===== src/rtl/keypad_pkg.sv =====
// keypad_pkg: shared types and constants
// for the 4x4 matrix keypad scanner.
package keypad_pkg;

  typedef enum logic [1:0] {
    SCAN,
    DEBOUNCE,
    HELD,
    RELEASE
  } kp_state_e;

  localparam logic [3:0] KEYMAP [4][4] = '{
    '{4'h1, 4'h2, 4'h3, 4'hA},
    '{4'h4, 4'h5, 4'h6, 4'hB},
    '{4'h7, 4'h8, 4'h9, 4'hC},
    '{4'hE, 4'h0, 4'hF, 4'hD}
  };

  function automatic logic [1:0] row_idx(
    input logic [3:0] pat
  );
    logic [1:0] r;
    r = 2'd0;
    unique case (1'b1)
      !pat[0]: r = 2'd0;
      !pat[1]: r = 2'd1;
      !pat[2]: r = 2'd2;
      !pat[3]: r = 2'd3;
      default: r = 2'd0;
    endcase
    return r;
  endfunction

endpackage


===== src/rtl/keypad_scanner_sync_2ff.sv =====
// sync_2ff: two-flop synchronizer with a
// reset value supplied as an input.
module sync_2ff #(
  parameter int W = 4
) (
  input  logic         clk,
  input  logic         rst_n,
  input  logic [W-1:0] rst_val,
  input  logic [W-1:0] d,
  output logic [W-1:0] q
);

  logic [W-1:0] s1_q;
  logic [W-1:0] s2_q;

  // two-stage capture of the asynchronous input
  always_ff @(posedge clk or negedge rst_n) begin
    if (!rst_n) begin
      s1_q <= rst_val;
      s2_q <= rst_val;
    end else begin
      s1_q <= d;
      s2_q <= s1_q;
    end
  end

  assign q = s2_q;

endmodule


===== src/rtl/keypad_scanner.sv =====
// keypad_scanner: column scan, debounce and
// one-key lockout for a 4x4 matrix keypad.
module keypad_scanner
  import keypad_pkg::*;
#(
  parameter int SCAN_DIV        = 24000,
  parameter int DEBOUNCE_CYCLES = 480000
) (
  input  logic       clk,
  input  logic       reset_n,
  input  logic [3:0] rows,
  output logic [3:0] cols,
  output logic [3:0] key,
  output logic       key_valid,
  output logic       key_held
);

  localparam int MAXP =
    (SCAN_DIV > DEBOUNCE_CYCLES) ?
    SCAN_DIV : DEBOUNCE_CYCLES;
  localparam int CW = $clog2(MAXP);
  localparam logic [CW-1:0] DWELL_LAST =
    CW'(SCAN_DIV - 1);
  localparam logic [CW-1:0] DEB_LAST =
    CW'(DEBOUNCE_CYCLES - 1);

  logic [3:0]    rs;
  kp_state_e     state_q, state_d;
  logic [1:0]    ci_q, ci_d;
  logic [CW-1:0] dwell_q, dwell_d;
  logic [CW-1:0] cnt_q, cnt_d;
  logic [3:0]    pat_q, pat_d;
  logic [3:0]    key_q, key_d;
  logic          valid_q, valid_d;
  logic          held_q, held_d;

  sync_2ff #(.W(4)) u_sync (
    .clk     (clk),
    .rst_n   (reset_n),
    .rst_val (4'b1111),
    .d       (rows),
    .q       (rs)
  );

  // state register and registered outputs
  always_ff @(posedge clk or negedge reset_n) begin
    if (!reset_n) begin
      state_q <= SCAN;
      ci_q    <= 2'd0;
      dwell_q <= '0;
      cnt_q   <= '0;
      pat_q   <= 4'b1111;
      key_q   <= 4'h0;
      valid_q <= 1'b0;
      held_q  <= 1'b0;
    end else begin
      state_q <= state_d;
      ci_q    <= ci_d;
      dwell_q <= dwell_d;
      cnt_q   <= cnt_d;
      pat_q   <= pat_d;
      key_q   <= key_d;
      valid_q <= valid_d;
      held_q  <= held_d;
    end
  end

  // next-state, counters and key decode
  always_comb begin
    state_d = state_q;
    ci_d    = ci_q;
    dwell_d = dwell_q;
    cnt_d   = cnt_q;
    pat_d   = pat_q;
    key_d   = key_q;
    valid_d = 1'b0;
    held_d  = held_q;
    unique case (state_q)
      SCAN: begin
        if (dwell_q == DWELL_LAST) begin
          dwell_d = '0;
          if ($onehot(~rs)) begin
            pat_d   = rs;
            cnt_d   = '0;
            state_d = DEBOUNCE;
          end else begin
            ci_d = ci_q + 2'd1;
          end
        end else begin
          dwell_d = dwell_q + 1'b1;
        end
      end
      DEBOUNCE: begin
        if (rs == pat_q) begin
          if (cnt_q == DEB_LAST) begin
            state_d = HELD;
            key_d   =
              KEYMAP[row_idx(pat_q)][ci_q];
            valid_d = 1'b1;
            held_d  = 1'b1;
          end else begin
            cnt_d = cnt_q + 1'b1;
          end
        end else begin
          state_d = SCAN;
          ci_d    = ci_q + 2'd1;
          dwell_d = '0;
        end
      end
      HELD: begin
        if (rs == 4'b1111) begin
          cnt_d   = '0;
          state_d = RELEASE;
        end
      end
      RELEASE: begin
        if (rs != 4'b1111) begin
          state_d = HELD;
        end else if (cnt_q == DEB_LAST) begin
          held_d  = 1'b0;
          ci_d    = ci_q + 2'd1;
          dwell_d = '0;
          state_d = SCAN;
        end else begin
          cnt_d = cnt_q + 1'b1;
        end
      end
      default: state_d = SCAN;
    endcase
  end

  assign cols      = ~(4'b0001 << ci_q);
  assign key       = key_q;
  assign key_valid = valid_q;
  assign key_held  = held_q;

endmodule


===== config.mk =====
export PLATFORM = sky130hd
export DESIGN_NAME = keypad_scanner
export DESIGN_NICKNAME = d
export VERILOG_FILES = /design/src/rtl/keypad_pkg.sv /design/src/rtl/keypad_scanner_sync_2ff.sv /design/src/rtl/keypad_scanner.sv
export SDC_FILE = /design/constraint.sdc
export NUM_CORES = 1
export LEC_CHECK = 0
export ABC_CLOCK_PERIOD_IN_PS = 3000
export BUFFER_PORTS_ARGS = -buffer_cell sky130_fd_sc_hd__buf_2
export CORE_ASPECT_RATIO = 2
export CORE_MARGIN = 2
export CORE_UTILIZATION = 56
export DETAILED_ROUTE_END_ITERATION = 8
export GPL_ROUTABILITY_DRIVEN = 0
export PLACE_DENSITY = 0.74
export REMOVE_ABC_BUFFERS = 1
export SLEW_MARGIN = 0
export SYNTH_ARGS = -nofsm -noshare
export SYNTH_HDL_FRONTEND = slang
export SYNTH_SLANG_ARGS = --single-unit

===== constraint.sdc =====
create_clock -name clk -period 3 [get_ports clk]
set_input_delay 0.45 -clock clk [delete_from_list [all_inputs] [get_ports clk]]
set_output_delay 0.45 -clock clk [all_outputs]
set_load 0.01 [all_outputs]

# Word-level counts from Yosys, hierarchy flattened
# Index checks and enable logic that the tools add are counted.
totals:
  input_bits: 6
  n_memories: 0
  latch_bits: 0
  ram_bits: 0
  out_inout_bits: 10
  romBits: 0
  register_bits: 60
  word_cells: 100
classes:
  order_cmp: 2
  shifts: 1
  eq_ne: 20
  bitwise: 4
  n_reduce_logical: 13
  n_div: 0
  add_sub_neg: 6
  mul: 0
  n_mux: 44
op_table:
  columns: ["cell", "n"]
  rows:
  - ["two-way mux 19 bit", 10]
  - ["one-hot mux 19 bit (4 select lines)", 1]
  - ["one-hot mux 19 bit (3 select lines)", 1]
  - ["adder 19 x 1 -> 19 bit (second input constant)", 2]
  - ["binary-select mux 16 bit (select 2 bit)", 1]
  - ["two-way mux 16 bit", 2]
  - ["two-way mux 2 bit", 15]
  - ["equality test 19 x 15 -> 1 bit (second input constant)", 1]
  - ["equality test 19 bit (second input constant)", 1]
  - ["inequality test 2 bit (second input constant)", 9]
  - ["AND reduction 5 bit", 3]
  - ["one-hot mux 2 bit (3 select lines)", 2]
  - ["binary-select mux 4 bit (select 2 bit)", 1]
  - ["two-way mux 4 bit", 2]
  - ["NOT 4 bit", 2]
  - ["one-hot mux 2 bit (4 select lines)", 1]
  - ["two-way mux 1 bit", 7]
  - [">= comparator 3 bit (second input constant)", 2]
  - ["inequality test 3 bit (second input constant)", 2]
  - ["NOT 2 -> 3 bit", 2]
  - ["AND reduction 3 bit", 2]
  - ["AND reduction 6 bit", 1]
  - ["adder 1 x 1 -> 2 bit", 2]
  - ["equality test 2 bit (second input constant)", 2]
  - ["other kinds (14)", 16]

# Logic depth before layout (Yosys ltp)
depth:
  word_depth: 12
  mapped_depth: 10
  depth_no_buf: 9

# Worst setup path after synthesis
# No wires, ideal clock.
synth_timing:
  path_kind: "register to register"
  start: "register u_sync.s2_q[0], in the netlist u_sync.q[0]"
  end: "register cnt_q[16]"
  stages_incl_launch_ff: 11
  arrival_time_ns: 2.687
  setup_slack_ns: 0.187
  required_time_ns: 2.874
  period_less_slack_ns: 2.813
  path_buffers: 1
  setup_ns: 0.126
  path_cell_list: "dfstp_2 -> fa_1 -> inv_1 -> ha_1 -> ha_1 -> nor3b_1 -> nand2_1 -> o31a_1 -> a2bb2oi_2 -> buf_4 -> a221o_1"
synth_via:
  elab_chain_len: 6
  elab_cells_between_ends: 12
  classes_between: "2 x add/sub; 8 x eq/ne; 1 x bitwise; 1 x reduce/logical"
synth_rtl:
  columns: ["element", "line_no", "text"]
  rows:
  - ["from (decl)", "keypad_scanner_sync_2ff.sv:14", "logic [W-1:0] s2_q;"]
  - ["from (signal assigned)", "keypad_scanner_sync_2ff.sv:20", "s2_q <= rst_val;"]
  - ["from (signal assigned)", "keypad_scanner_sync_2ff.sv:23", "s2_q <= s1_q;"]
  - ["NOT 4 bit", "keypad_scanner.sv:82", "if ($onehot(~rs)) begin"]
  - ["adder 1 x 1 -> 2 bit (implied by the code)", "keypad_scanner.sv:82", null]
  - ["adder 2 x 2 -> 3 bit (implied by the code)", "keypad_scanner.sv:82", null]
  - ["equality test 3 x 1 -> 1 bit", "keypad_scanner.sv:82", null]
  - ["inequality test 2 bit (no line)", null, null]
  - ["AND reduction 5 bit (no line) *", null, null]
  - ["to (signal assigned)", "keypad_scanner.sv:60", "cnt_q <= cnt_d;"]
  - ["to (decl)", "keypad_scanner.sv:31", "logic [CW-1:0] cnt_q, cnt_d;"]
# Mark *: on every way between the ends. The rest lies on a longest branch, timed or not.
# A chain may end at the register's enable or synchronous reset.

# Final worst setup path
layout_timing:
  start: "register u_sync.s2_q[3], in the netlist u_sync.q[3]"
  end: "register cnt_q[10]"
# Same word-level chain as after synthesis.

==> flow_metrics.tcl <==
set metrics [dict create \
    synthFlopType "dfrtp_1" \
    die_w_um 61.2 \
    synth_seq_cells 60 \
    synth.area.top_cells "dfrtp_1 (33%), dfstp_2 (8.6%), nand3_1 (4.8%), nand2_1 (3.3%), ha_1 (3.1%)" \
    crit_type "reg2reg" \
    row_count 41 \
    fp.dieH_um 118 \
    postCtsSetupBuffers 0 \
    area_delta_synth_final_pct 13.3 \
    ios 16 \
    ctsResizeCount 0 \
    place_inst 482 \
    peakVddDrop_uv 380 \
    first_global_vias 3077 \
    yosys.area.top_type "dfrtp_1" \
    ys_async_sr_fraction 1.00 \
    slew_viol_final 0 \
    hold_start "rows[3]" \
    synth_top_area_frac 0.328 \
    status "finished clean" \
    synth_area_um2 3660 \
    critPathRequiredTime_ps 3210 \
    synthCells 391 \
    drt-pass1-iter-count 4 \
    path_clk_slew_ps 50 \
    cp.arrival_ps 3030 \
    fin_nets 423 \
    avgViaCountPerCell 6.49 \
    clk_latency_ps 330 \
    ctsLongestPathBuffers 2 \
    h-tree-depth 3 \
    crit_top_cell "ha_1" \
    worst_slack_ps 176 \
    cp_max_fo 13 \
    synth.most_common_cell "dfrtp_1" \
    core_um2 6310 \
    synth_common_cells "dfrtp_1 (48), nand3_1 (35), nand2_1 (32)" \
    wl_per_cell_um 18.0 \
    route.detailed.drc 0 \
    tns_ps 0 \
    port_buffers 15 \
    fin_cells 498 \
    hp-class "in2reg" \
    via_count 3231 \
    powerDensity_nw_per_um2 474 \
    cts.sinks 60 \
    cpPeakStageDelay_ps 570 \
    r2r_start "u_sync.q[3]$_DFF_PN1_" \
    die_area_um2 7240 \
    pre_cts_slack_ps 203 \
    avgSynthCellArea_um2 9.36 \
    synth-seq-area-share 0.414 \
    clock.fmax_mhz 354 \
    postRouteAntennaNets 0 \
    grt_pass1_wl_um 14900 \
    antenna_found_initial 0 \
    diodes 0 \
    grt_usage 0.272 \
    critical_path.cell_chain "fa_1 -> inv_1 -> ha_1 -> ha_1 -> nor3b_1 -> nand2_1 -> o31a_1 -> a2bb2oi_2 -> a221o_1" \
    critPathSlowestCell "dfstp_2" \
    p_leak_nw 1.76 \
    tightestPinTransition_ps 753 \
    period_needed_ps 2820 \
    synth_edf_count 0 \
    cts_root_buf "clkbuf_16" \
    cts_buffers 9 \
    drtIter0Drc 259 \
    initial_core_util 0.580 \
    slew_headroom 0.498 \
    skew_ps 4.71 \
    drive_gt1_frac 0.182 \
    min_path_cells 1 \
    crit_start "u_sync.q[3]$_DFF_PN1_" \
    hold_viol 0 \
    ctsHoldBuffers 0 \
    setup_viol 0 \
    max_cap_viol_count 0 \
    yosys_warnings 0 \
    timing.final.crit_share 0.941 \
    grt-ovfl-total 0 \
    rr_worst_depth 9 \
    drt_wl_total_um 8950 \
    ys_types 64 \
    worstSetupStartpointType "flip-flop" \
    tritoncts "built" \
    cp-end-kind "flip-flop" \
    rsz0062_at_grt "false" \
    grt_max_degree 61 \
    hpwl_um 6390 \
]
[where the power goes]
part	internal, mW	switching (mW)	total [mW]
clock	0.744	0.350	1.09
sequential	0.821	0.00493	0.826
combinational	0.0162	0.0298	0.0460
[layout make-up]
cell class / instances / area (um^2)
Clock buffer: 11 / 243
Clock inverter: 5 / 75.1
Fill cell: 553 / 2160
Inverter: 13 / 48.8
Multi-Input combinational cell: 293 / 1970
Sequential cell: 60 / 1520
Tap cell: 86 / 108
Timing Repair Buffer: 30 / 188
[path summary, 6_finish.rpt]
check | end | slack, ps
setup reg to reg | cnt_q[10]$_DFFE_PN0P_ | 180
hold reg to reg | u_sync.q[1]$_DFF_PN1_ | 350
max in group asynchronous | dwell_q[12]$_DFFE_PN0P_ | 2220
hold / removal | u_sync.s1_q[3]$_DFF_PN1_ | 220
setup / recovery | cnt_q[10]$_DFFE_PN0P_ | 180
min in group asynchronous | key[1]$_DFFE_PN0P_ | 260
[registers in the layout, indices dropped and copies added, names as in the netlist]
name,cells
cnt_q,19
dwell_q,19
key,4
pat_q,4
u_sync.q,4
u_sync.s1_q,4
ci_q,2
state_q,2
key_held,1
key_valid,1
[cell usage in the layout (no fill, tap or decap), drive strengths merged, types with 8 or more instances in the layout]
cell type,n
mux2,10
o21ai,13
inv,12
dfrtp,48
a21oi,17
a221o,9
or4,10
o31ai,10
nand3,35
nor2,25
clkbuf,11
nand2,32
buf,30
dfstp,12
and3,8
ha,9
nor3,11
nand4,12
[critical path, delay by kind of cell (launching register included)]
family | cells | cell delay (ps)
AO/OA/AOI/OAI | 3 | 900
adder cells (fa/ha/maj) | 3 | 820
flip-flops | 1 | 570
AND/OR/NAND/NOR | 2 | 350
buffers and inverters | 1 | 70
[routing by layer]
metal | track usage | vias to the layer above | share of wire
met4 | 0.130 | 0 | 0.026
met3 | 0.0558 | 17 | 0.029
met5 | 0 | - | 0
met2 | 0.466 | 86 | 0.56
li1 | - | 1526 | -
met1 | 0.304 | 1602 | 0.38
[metrics by stage]
step / util / instance area [um^2] / power, mW / hold slack, ps
global placement: 0.607 / 3830 / 0.883 / 346
floorplan: - / 3540 / 0.853 / 154
finish: 0.658 / 4150 / 1.97 / 224
CTS: 0.658 / 4150 / 1.99 / 211
global route: 0.658 / 4150 / 2.04 / 209
detailed placement: 0.607 / 3830 / 0.886 / 348
[cell families after synthesis]
group,Yosys count,share of synthesized area
multiplexers,13,0.0390
AO/OA/AOI/OAI,97,0.199
adder cells (fa/ha/maj),10,0.0362
AND/OR/NAND/NOR,168,0.253
flip-flops,60,0.414
XOR/XNOR,5,0.0120
buffers and inverters,38,0.0475
Note: power is estimated with default switching activity, not from simulation.
